--- src/rtl/gray_sync_decoder_if.sv ---
// Gray-count decoder bundle: source drives g_in,
// decoder returns binary value, step pulses and lock/error status.
interface gray_sync_decoder_if #(
  parameter int ERR_W = 8
);
  logic [3:0]       g_in;
  logic [3:0]       b_out;
  logic             valid;
  logic             step_up;
  logic             step_dn;
  logic             jump_err;
  logic             locked;
  logic [ERR_W-1:0] err_cnt;

  modport master (
    output g_in,
    input  b_out, valid, step_up, step_dn,
    input  jump_err, locked, err_cnt
  );

  modport slave (
    input  g_in,
    output b_out, valid, step_up, step_dn,
    output jump_err, locked, err_cnt
  );
endinterface

--- src/rtl/gray_sync_decoder.sv ---
// Synchronises an async 4-bit Gray count, decodes it to binary and
// classifies each change as +1, -1 or an illegal jump with lock tracking.
module gray_sync_decoder #(
  parameter int SYNC_STAGES = 2,
  parameter int LOCK_COUNT  = 4,
  parameter int ERR_W       = 8
) (
  input logic clk,
  input logic rst_n,
  gray_sync_decoder_if.slave bus
);
  localparam logic [1:0] S_INIT = 2'd0;
  localparam logic [1:0] S_ACQ  = 2'd1;
  localparam logic [1:0] S_LOCK = 2'd2;

  localparam logic [2:0] INIT_END = SYNC_STAGES[2:0];
  localparam logic [3:0] LOCK_END = LOCK_COUNT[3:0];

  logic [3:0]       sync_q [SYNC_STAGES];
  logic [3:0]       g_sync;
  logic [3:0]       g_prev;
  logic [3:0]       b_new;
  logic [3:0]       b_q;
  logic [1:0]       state;
  logic [2:0]       init_cnt;
  logic [3:0]       lock_cnt;
  logic [3:0]       lock_nxt;
  logic [ERR_W-1:0] err_q;
  logic             valid_q;
  logic             up_q;
  logic             dn_q;
  logic             err_p;
  logic             lock_q;
  logic             changed;
  logic             is_up;
  logic             is_dn;

  assign g_sync = sync_q[SYNC_STAGES-1];

  assign b_new[3] = g_sync[3];
  assign b_new[2] = b_new[3] ^ g_sync[2];
  assign b_new[1] = b_new[2] ^ g_sync[1];
  assign b_new[0] = b_new[1] ^ g_sync[0];

  assign changed  = g_sync != g_prev;
  assign is_up    = b_new == 4'(b_q + 4'd1);
  assign is_dn    = b_new == 4'(b_q - 4'd1);
  assign lock_nxt = (lock_cnt == LOCK_END) ? lock_cnt
                                           : lock_cnt + 4'd1;

  always_ff @(posedge clk or negedge rst_n) begin
    if (!rst_n) begin
      for (int i = 0; i < SYNC_STAGES; i++) sync_q[i] <= '0;
    end else begin
      sync_q[0] <= bus.g_in;
      for (int i = 1; i < SYNC_STAGES; i++)
        sync_q[i] <= sync_q[i-1];
    end
  end

  always_ff @(posedge clk or negedge rst_n) begin
    if (!rst_n) begin
      state    <= S_INIT;
      init_cnt <= '0;
      lock_cnt <= '0;
      g_prev   <= '0;
      b_q      <= '0;
      valid_q  <= 1'b0;
      up_q     <= 1'b0;
      dn_q     <= 1'b0;
      err_p    <= 1'b0;
      lock_q   <= 1'b0;
      err_q    <= '0;
    end else begin
      up_q  <= 1'b0;
      dn_q  <= 1'b0;
      err_p <= 1'b0;
      if (state == S_INIT) begin
        if (init_cnt == INIT_END) begin
          g_prev  <= g_sync;
          b_q     <= b_new;
          valid_q <= 1'b1;
          state   <= S_ACQ;
        end else begin
          init_cnt <= init_cnt + 3'd1;
        end
      end else if (changed) begin
        g_prev <= g_sync;
        b_q    <= b_new;
        unique case (1'b1)
          is_up, is_dn: begin
            up_q     <= is_up;
            dn_q     <= is_dn;
            lock_cnt <= lock_nxt;
            if (lock_nxt == LOCK_END) begin
              lock_q <= 1'b1;
              state  <= S_LOCK;
            end
          end
          default: begin
            // error drops lock on the same edge the pulse rises
            err_p    <= 1'b1;
            lock_cnt <= '0;
            lock_q   <= 1'b0;
            state    <= S_ACQ;
            if (err_q != '1) err_q <= err_q + 1'b1;
          end
        endcase
      end
    end
  end

  assign bus.b_out    = b_q;
  assign bus.valid    = valid_q;
  assign bus.step_up  = up_q;
  assign bus.step_dn  = dn_q;
  assign bus.jump_err = err_p;
  assign bus.locked   = lock_q;
  assign bus.err_cnt  = err_q;
endmodule

--- src/flat_wrapper.sv ---
// flat-port wrapper written by rule: the top's interface ports become plain ports
module gray_sync_decoder_flat 
#(
  parameter int SYNC_STAGES = 2,
  parameter int LOCK_COUNT  = 4,
  parameter int ERR_W       = 8
)
  (clk, rst_n, bus_g_in, bus_b_out, bus_valid, bus_step_up, bus_step_dn, bus_jump_err, bus_locked, bus_err_cnt);
  gray_sync_decoder_if #(.ERR_W(ERR_W)) bus_i ();
  input logic clk;
  input logic rst_n;
  input wire logic [$bits(bus_i.g_in)-1:0] bus_g_in;
  output wire logic [$bits(bus_i.b_out)-1:0] bus_b_out;
  output wire logic [$bits(bus_i.valid)-1:0] bus_valid;
  output wire logic [$bits(bus_i.step_up)-1:0] bus_step_up;
  output wire logic [$bits(bus_i.step_dn)-1:0] bus_step_dn;
  output wire logic [$bits(bus_i.jump_err)-1:0] bus_jump_err;
  output wire logic [$bits(bus_i.locked)-1:0] bus_locked;
  output wire logic [$bits(bus_i.err_cnt)-1:0] bus_err_cnt;
  assign bus_i.g_in = bus_g_in;
  assign bus_b_out = bus_i.b_out;
  assign bus_valid = bus_i.valid;
  assign bus_step_up = bus_i.step_up;
  assign bus_step_dn = bus_i.step_dn;
  assign bus_jump_err = bus_i.jump_err;
  assign bus_locked = bus_i.locked;
  assign bus_err_cnt = bus_i.err_cnt;
  gray_sync_decoder #(.SYNC_STAGES(SYNC_STAGES), .LOCK_COUNT(LOCK_COUNT), .ERR_W(ERR_W)) u_core (.clk(clk), .rst_n(rst_n), .bus(bus_i));
endmodule
--- config.mk ---
export PLATFORM = sky130hd
export DESIGN_NAME = gray_sync_decoder_flat
export DESIGN_NICKNAME = d
export VERILOG_FILES = /design/src/rtl/gray_sync_decoder_if.sv /design/src/rtl/gray_sync_decoder.sv /design/src/flat_wrapper.sv
export SDC_FILE = /design/constraint.sdc
export NUM_CORES = 1
export LEC_CHECK = 0
export ABC_CLOCK_PERIOD_IN_PS = 2700
export BUFFER_PORTS_ARGS = -buffer_cell sky130_fd_sc_hd__buf_2
export CORE_AREA = 10 10 68 70
export DETAILED_ROUTE_END_ITERATION = 10
export DIE_AREA = 0 0 78 80
export GPL_TIMING_DRIVEN = 1
export PLACE_DENSITY = 0.77
export SLEW_MARGIN = 15
export SYNTH_ARGS = -nofsm -noshare
export SYNTH_HDL_FRONTEND = slang
export SYNTH_SLANG_ARGS = --single-unit
--- constraint.sdc ---
create_clock -name clk -period 2.7 [get_ports clk]
set_clock_uncertainty 0.05 [all_clocks]
set_input_delay 0 -clock clk [delete_from_list [all_inputs] [get_ports clk]]
set_output_delay 0 -clock clk [all_outputs]
set_load 0.005 [all_outputs]
# After elaboration in Yosys (flattened, before gate mapping)
# Index checks and enable logic that the tools add are counted.
[totals]
register_bits = 38
in_bits = 6
elab_cells = 68
[op_classes]
n_addsub = 5
n_eq_ne = 10
n_mux = 24
n_bitwise = 6
n_reduce_logical = 10
[ops]
columns = ["op", "count"]
rows = [
  ["4-bit 2-to-1 mux", 8],
  ["1-bit 2-to-1 mux", 11],
  ["2-bit 2-to-1 mux", 5],
  ["4-bit by 1-bit adder with 4-bit output (second input constant)", 2],
  ["8-bit by 1-bit adder with 8-bit output (second input constant)", 1],
  ["4-bit by 3-bit equality test with 1-bit output (second input constant)", 2],
  ["4-bit equality test", 2],
  ["8-bit inequality test (second input constant)", 1],
  ["2-bit AND reduction", 4],
  ["3-bit AND reduction", 2],
  ["4-bit inequality test", 1],
  ["4-bit AND reduction", 1],
  ["4-bit by 1-bit subtractor with 4-bit output (second input constant)", 1],
  ["3-bit by 1-bit adder with 3-bit output (second input constant)", 1],
  ["3-bit by 2-bit equality test with 1-bit output (second input constant)", 1],
  ["3-bit by 1-bit inequality test with 1-bit output (second input constant)", 1],
  ["1-bit NOT", 3],
  ["1-bit bitwise XOR", 3],
  ["2-bit logical NOT", 1],
  ["2-bit by 1-bit inequality test with 1-bit output (second input constant)", 1],
  ["2-bit inequality test (second input constant)", 1],
  ["2-bit nonzero test", 1],
  ["2-bit OR reduction", 1],
]

# Depth between registers and ports, before layout
[depth]
ltp_word = 8
mapped_depth = 9
mapped_depth_nobuf = 8

# Worst setup path before layout
# No wires, ideal clock.
[synth_timing]
kind = "reg-to-reg"
from = "register u_core.b_q[0] (netlist: u_core.bus.b_out[0])"
to = "register u_core.state[0]"
arrival_time_ns = 1.991
path_slack_ns = 0.533
path_stages_with_launch = 10
period_less_slack_ns = 2.167
cell_sequence = "dfrtp_1 > inv_1 > ha_1 > xor2_1 > xnor2_2 > and3_1 > o21ai_2 > and2_4 > buf_6 > o32a_1"
[synth_between]
elab_chain_len = 6
[synth_lines]
columns = ["element", "line", "source"]
rows = [
  ["start: declaration", "gray_sync_decoder.sv:23", "logic [3:0] b_q;"],
  ["start signal: assignment", "gray_sync_decoder.sv:81", "b_q <= b_new;"],
  ["start signal: assignment", "gray_sync_decoder.sv:89", "b_q <= b_new;"],
  ["4-bit by 1-bit subtractor with 4-bit output / 4-bit by 1-bit adder with 4-bit output (equally long branches)", "gray_sync_decoder.sv:47, gray_sync_decoder.sv:46", ""],
  ["4-bit equality test, on equally long branches", "gray_sync_decoder.sv:47, gray_sync_decoder.sv:46", ""],
  ["2-bit OR reduction (*)", "gray_sync_decoder.sv:90", "unique case (1'b1)"],
  ["2-bit 2-to-1 mux", "gray_sync_decoder.sv:90", ""],
  ["2-bit 2-to-1 mux", "gray_sync_decoder.sv:87", "end else if (changed) begin"],
  ["2-bit 2-to-1 mux", "gray_sync_decoder.sv:78", "if (state == S_INIT) begin"],
  ["end signal: assignment", "gray_sync_decoder.sv:83", "state <= S_ACQ;"],
  ["end signal: assignment", "gray_sync_decoder.sv:97", "state <= S_LOCK;"],
  ["end signal: assignment", "gray_sync_decoder.sv:105", "state <= S_ACQ;"],
  ["end: declaration", "gray_sync_decoder.sv:24", "logic [1:0] state;"],
]
# Every way passes the cells marked *; elsewhere a longest branch is shown, timed or not. The select of a mux whose other input is x is not followed.
# A chain may end at the register's enable or synchronous reset.

# Worst setup path after layout
[layout_timing]
from = "register u_core.b_q[0] (netlist: u_core.bus.b_out[0])"
to = "register u_core.err_q[1] (netlist: u_core.bus.err_cnt[1])"
[layout_between]
elab_chain_len = 5
[layout_lines]
columns = ["element", "line", "source"]
rows = [
  ["4-bit by 1-bit subtractor with 4-bit output / 4-bit by 1-bit adder with 4-bit output (equally long branches)", "gray_sync_decoder.sv:47, gray_sync_decoder.sv:46", ""],
  ["4-bit equality test, on equally long branches", "gray_sync_decoder.sv:47, gray_sync_decoder.sv:46", ""],
  ["2-bit OR reduction (*)", "gray_sync_decoder.sv:90", ""],
  ["1-bit NOT (no line) (*)", "--", ""],
  ["4-bit AND reduction (no line) (*)", "--", ""],
  ["end signal: assignment", "gray_sync_decoder.sv:106", "if (err_q != '1) err_q <= err_q + 1'b1;"],
  ["end: declaration", "gray_sync_decoder.sv:28", "logic [ERR_W-1:0] err_q;"],
]
# Every way passes the cells marked *; elsewhere a longest branch is shown, timed or not.

==> impl_metrics.sql <==
INSERT INTO impl_metrics (metric_group, metric, value, unit) VALUES
('placed_design', 'placement.io_buffers', '22', ''),
('placed_design', 'gp_routability_congestion', '0.8566', ''),
('pwr', 'netSwitchingFraction', '0.3179', ''),
('setup_path', 'worst_r2r_startpoint', 'u_core.bus.b_out[0]$_DFFE_PN0P_', ''),
('final_layout', 'post-route-util', '0.6453', ''),
('routing', 'avgRoutedWirePerCell', '13.60', 'um'),
('run', 'max_cap_viol_count', '0', ''),
('final_layout', 'areaGrowthSynthToFinish', '15.39', '%'),
('timing', 'drv_slew', '0', ''),
('logic_synthesis', 'synth_commonest_cells', '37 x dfrtp_1, 13 x xnor2_1, 10 x nand2_1, 8 x inv_1, 7 x ha_1', ''),
('clocking', 'cts_buffers', '5', ''),
('logic_synthesis', 'synth-main-ff-cell', 'dfrtp_1', ''),
('floorplan', 'std_cell_rows', '21', ''),
('logic_synthesis', 'synthAdderAreaFrac', '0.04768', ''),
('placed_design', 'post-dp-hpwl', '2366', 'um'),
('timing', 'clock.fmax', '394.2', 'MHz'),
('setup_path', 'worstPathMaxFanout', '12', ''),
('final_layout', 'fill_cells', '270', ''),
('timing', 'layout_setup_ws', '163.2', 'ps'),
('logic_synthesis', 'mappedNetlistArea', '0.001837', 'sq mm'),
('clocking', 'ctsLongestPathBuffers', '2', ''),
('clocking', 'cts_root_buf', 'clkbuf_4', ''),
('setup_path', 'crit_path_start_kind', 'flop', ''),
('timing', 'layout_worst_path_cycle_share', '0.9396', ''),
('setup_path', 'worst_path_arrival', '2720', 'ps'),
('final_layout', 'final_design_area_no_fill', '0.002120', 'sq mm'),
('setup_path', 'r2r_setup_slack', '160', 'ps'),
('timing', 'timing.slew.headroom', '0.4642', ''),
('hold_path', 'hold_path.class', 'in2async', ''),
('floorplan', 'core', '0.003284', 'sq mm'),
('global_route', 'grt_pass1_wl', '5664', 'um'),
('final_layout', 'final_cell_count_no_fill', '234', ''),
('logic_synthesis', 'ranking_of_synthesized_cells_by_area', 'dfrtp_1 50%, xnor2_1 6.2%, ha_1 4.8%, mux2_2 3.7%, xnor2_2 2.7%', ''),
('logic_synthesis', 'synth_compound_area_frac', '0.08856', ''),
('routing', 'detailedRoute.firstPassIterationCount', '4', ''),
('global_route', 'grt_pass1_vias', '1294', ''),
('setup_path', 'worst_path_max_delay_cell', 'dfrtp_1', ''),
('timing', 'rsz0062_at_grt', 'no', ''),
('global_route', 'groute.usage.overall', '0.1110', ''),
('logic_synthesis', 'synth_warnings', '0', ''),
('pwr', 'power.combinational.fraction', '0.311', ''),
('routing', 'vias_per_cell', '5.256', ''),
('timing', 'total_neg_setup_slack', '0', 'ps'),
('pwr', 'clock_power_share', '0.264', ''),
('routing', 'wirelength', '3182', 'um'),
('setup_path', 'path_class', 'reg2reg', ''),
('setup_path', 'timing.reg2reg.worst_path_depth', '8', ''),
('clocking', 'cts_tree', 'yes', ''),
('logic_synthesis', 'synthXorXnorAreaFrac', '0.1226', ''),
('floorplan', 'design.portCount', '23', ''),
('logic_synthesis', 'synth_top_cell_by_area', 'dfrtp_1', ''),
('setup_path', 'crit_chain', 'inv_1, ha_1, xor2_1, xnor2_2, and3_1, o21ai_2, nand3_1, mux2_2', ''),
('pwr', 'power.ir.vdd_worst', '0.6385', 'mV'),
('clocking', 'clk_latency', '350', 'ps'),
('pwr', 'cell_internal_pwr', '1232', 'uW'),
('logic_synthesis', 'syn-instance-count', '157', ''),
('logic_synthesis', 'yosys-mux-area-fraction', '0.05041', ''),
('global_route', 'grt-ovfl-total', '0', ''),
('logic_synthesis', 'postSynth.asyncResetShare', '1.000', ''),
('routing', 'detailroute.via_count', '1230', ''),
('logic_synthesis', 'syn_area_per_cell', '11.70', 'sq um'),
('timing', 'setup_violations_final', '0', ''),
('pwr', 'power.density_cell_area', '852.1', 'mW/mm^2'),
('floorplan', 'fp.dieH', '80', 'um'),
('placed_design', 'place_inst', '221', ''),
('pwr', 'net-switching-power', '574.2', 'uW'),
('logic_synthesis', 'combinational_family_with_the_most_area_after_synthesis', 'simple AND/OR/NAND/NOR gates', ''),
('setup_path', 'r2r_end', 'u_core.bus.err_cnt[1]$_DFFE_PN0P_', ''),
('run_status', 'status', 'complete, no violations', ''),
('pwr', 'seqPwrFrac', '0.426', ''),
('logic_synthesis', 'synth-seq-area-share', '0.5041', '');
==> per-stage QoR <==
stage	total power [uW]	hold slack [ps]
after floorplan	1187	-345.6
after global placement	1314	57.77
after detailed placement	1344	60.18
after CTS	1826	220.1
after global routing	1927	229.8
final	1806	214.9
==> cell usage in the layout (no fill, tap or decap), drive strengths merged, types with 2 or more instances in the layout <==
cell / count
dfrtp: 37
buf: 24
xnor2: 17
nand2: 10
inv: 8
ha: 7
and3: 7
nor2: 7
mux2: 7
nand3: 5
a31oi: 5
clkbuf: 5
dlygate4sd3: 5
nor3: 5
o21ai: 5
xor2: 4
a41oi: 4
a21oi: 4
nand4: 4
or2: 2
o22ai: 2
bufinv: 2
and2: 2
==> final cells by class <==
| type | count | area, sq um | share of cell area |
|---|---|---|---|
| Clock buffer | 5 | 37.54 | 0.01771 |
| Timing Repair Buffer | 29 | 175.2 | 0.08264 |
| Tap cell | 46 | 57.56 | 0.02715 |
| Sequential cell | 37 | 925.9 | 0.4368 |
| Multi-Input combinational cell | 106 | 828.3 | 0.3908 |
| Inverter | 8 | 30.03 | 0.01417 |
| Clock inverter | 3 | 65.06 | 0.03070 |
==> registers in the layout, indices dropped and copies added (netlist names), 2 cells and up <==
name,flops
u_core.state,2
u_core.lock_cnt,4
u_core.init_cnt,3
u_core.g_sync,4
u_core.bus.err_cnt,8
u_core.g_prev,3
u_core.bus.b_out,4
u_core.sync_q,4
==> worst max-delay path by stage <==
stage,start,end,depth (start not counted)
after global routing,u_core.bus.b_out[0]$_DFFE_PN0P_,u_core.bus.err_cnt[1]$_DFFE_PN0P_,8
after floorplan,u_core.bus.b_out[0]$_DFFE_PN0P_,u_core.state[0]$_DFFE_PN0P_,9
after CTS,u_core.bus.b_out[0]$_DFFE_PN0P_,u_core.bus.err_cnt[1]$_DFFE_PN0P_,8
after global placement,u_core.bus.b_out[0]$_DFFE_PN0P_,u_core.bus.err_cnt[1]$_DFFE_PN0P_,8
final,u_core.bus.b_out[0]$_DFFE_PN0P_,u_core.bus.err_cnt[1]$_DFFE_PN0P_,8
after detailed placement,u_core.bus.b_out[0]$_DFFE_PN0P_,u_core.bus.err_cnt[1]$_DFFE_PN0P_,8
==> kinds of logic (layout without fill, tap and decap cells) <==
group / Yosys count / after routing
buffers and inverters: 14 / 45
AO/OA/AOI/OAI: 24 / 24
AND/OR/NAND/NOR: 46 / 46
XOR/XNOR: 21 / 21
multiplexers: 8 / 8
flip-flops: 37 / 37
adder cells (fa/ha/maj): 7 / 7
==> routing by layer <==
metal,share of wire,global-route usage,wire length [um]
met1,0.42,0.1195,1325
met2,0.52,0.1932,1648
met3,0.049,0.04617,155
met4,0.016,0.03763,52
met5,0,0,0
==> power by group through the flow <==
stage / combinational (uW) / sequential, uW / clock, uW
floorplan: 416 / 771 / 0
global placement: 545 / 769 / 0
detailed placement: 565 / 780 / 0
CTS: 572 / 769 / 485
global route: 630 / 793 / 505
finish: 561 / 769 / 476
==> timing repair <==
action,CTS,global route
hold buffers,5,0
hold endpoints to repair,41,0
buffers inserted,0,0
(Power assumes the default switching activity.)
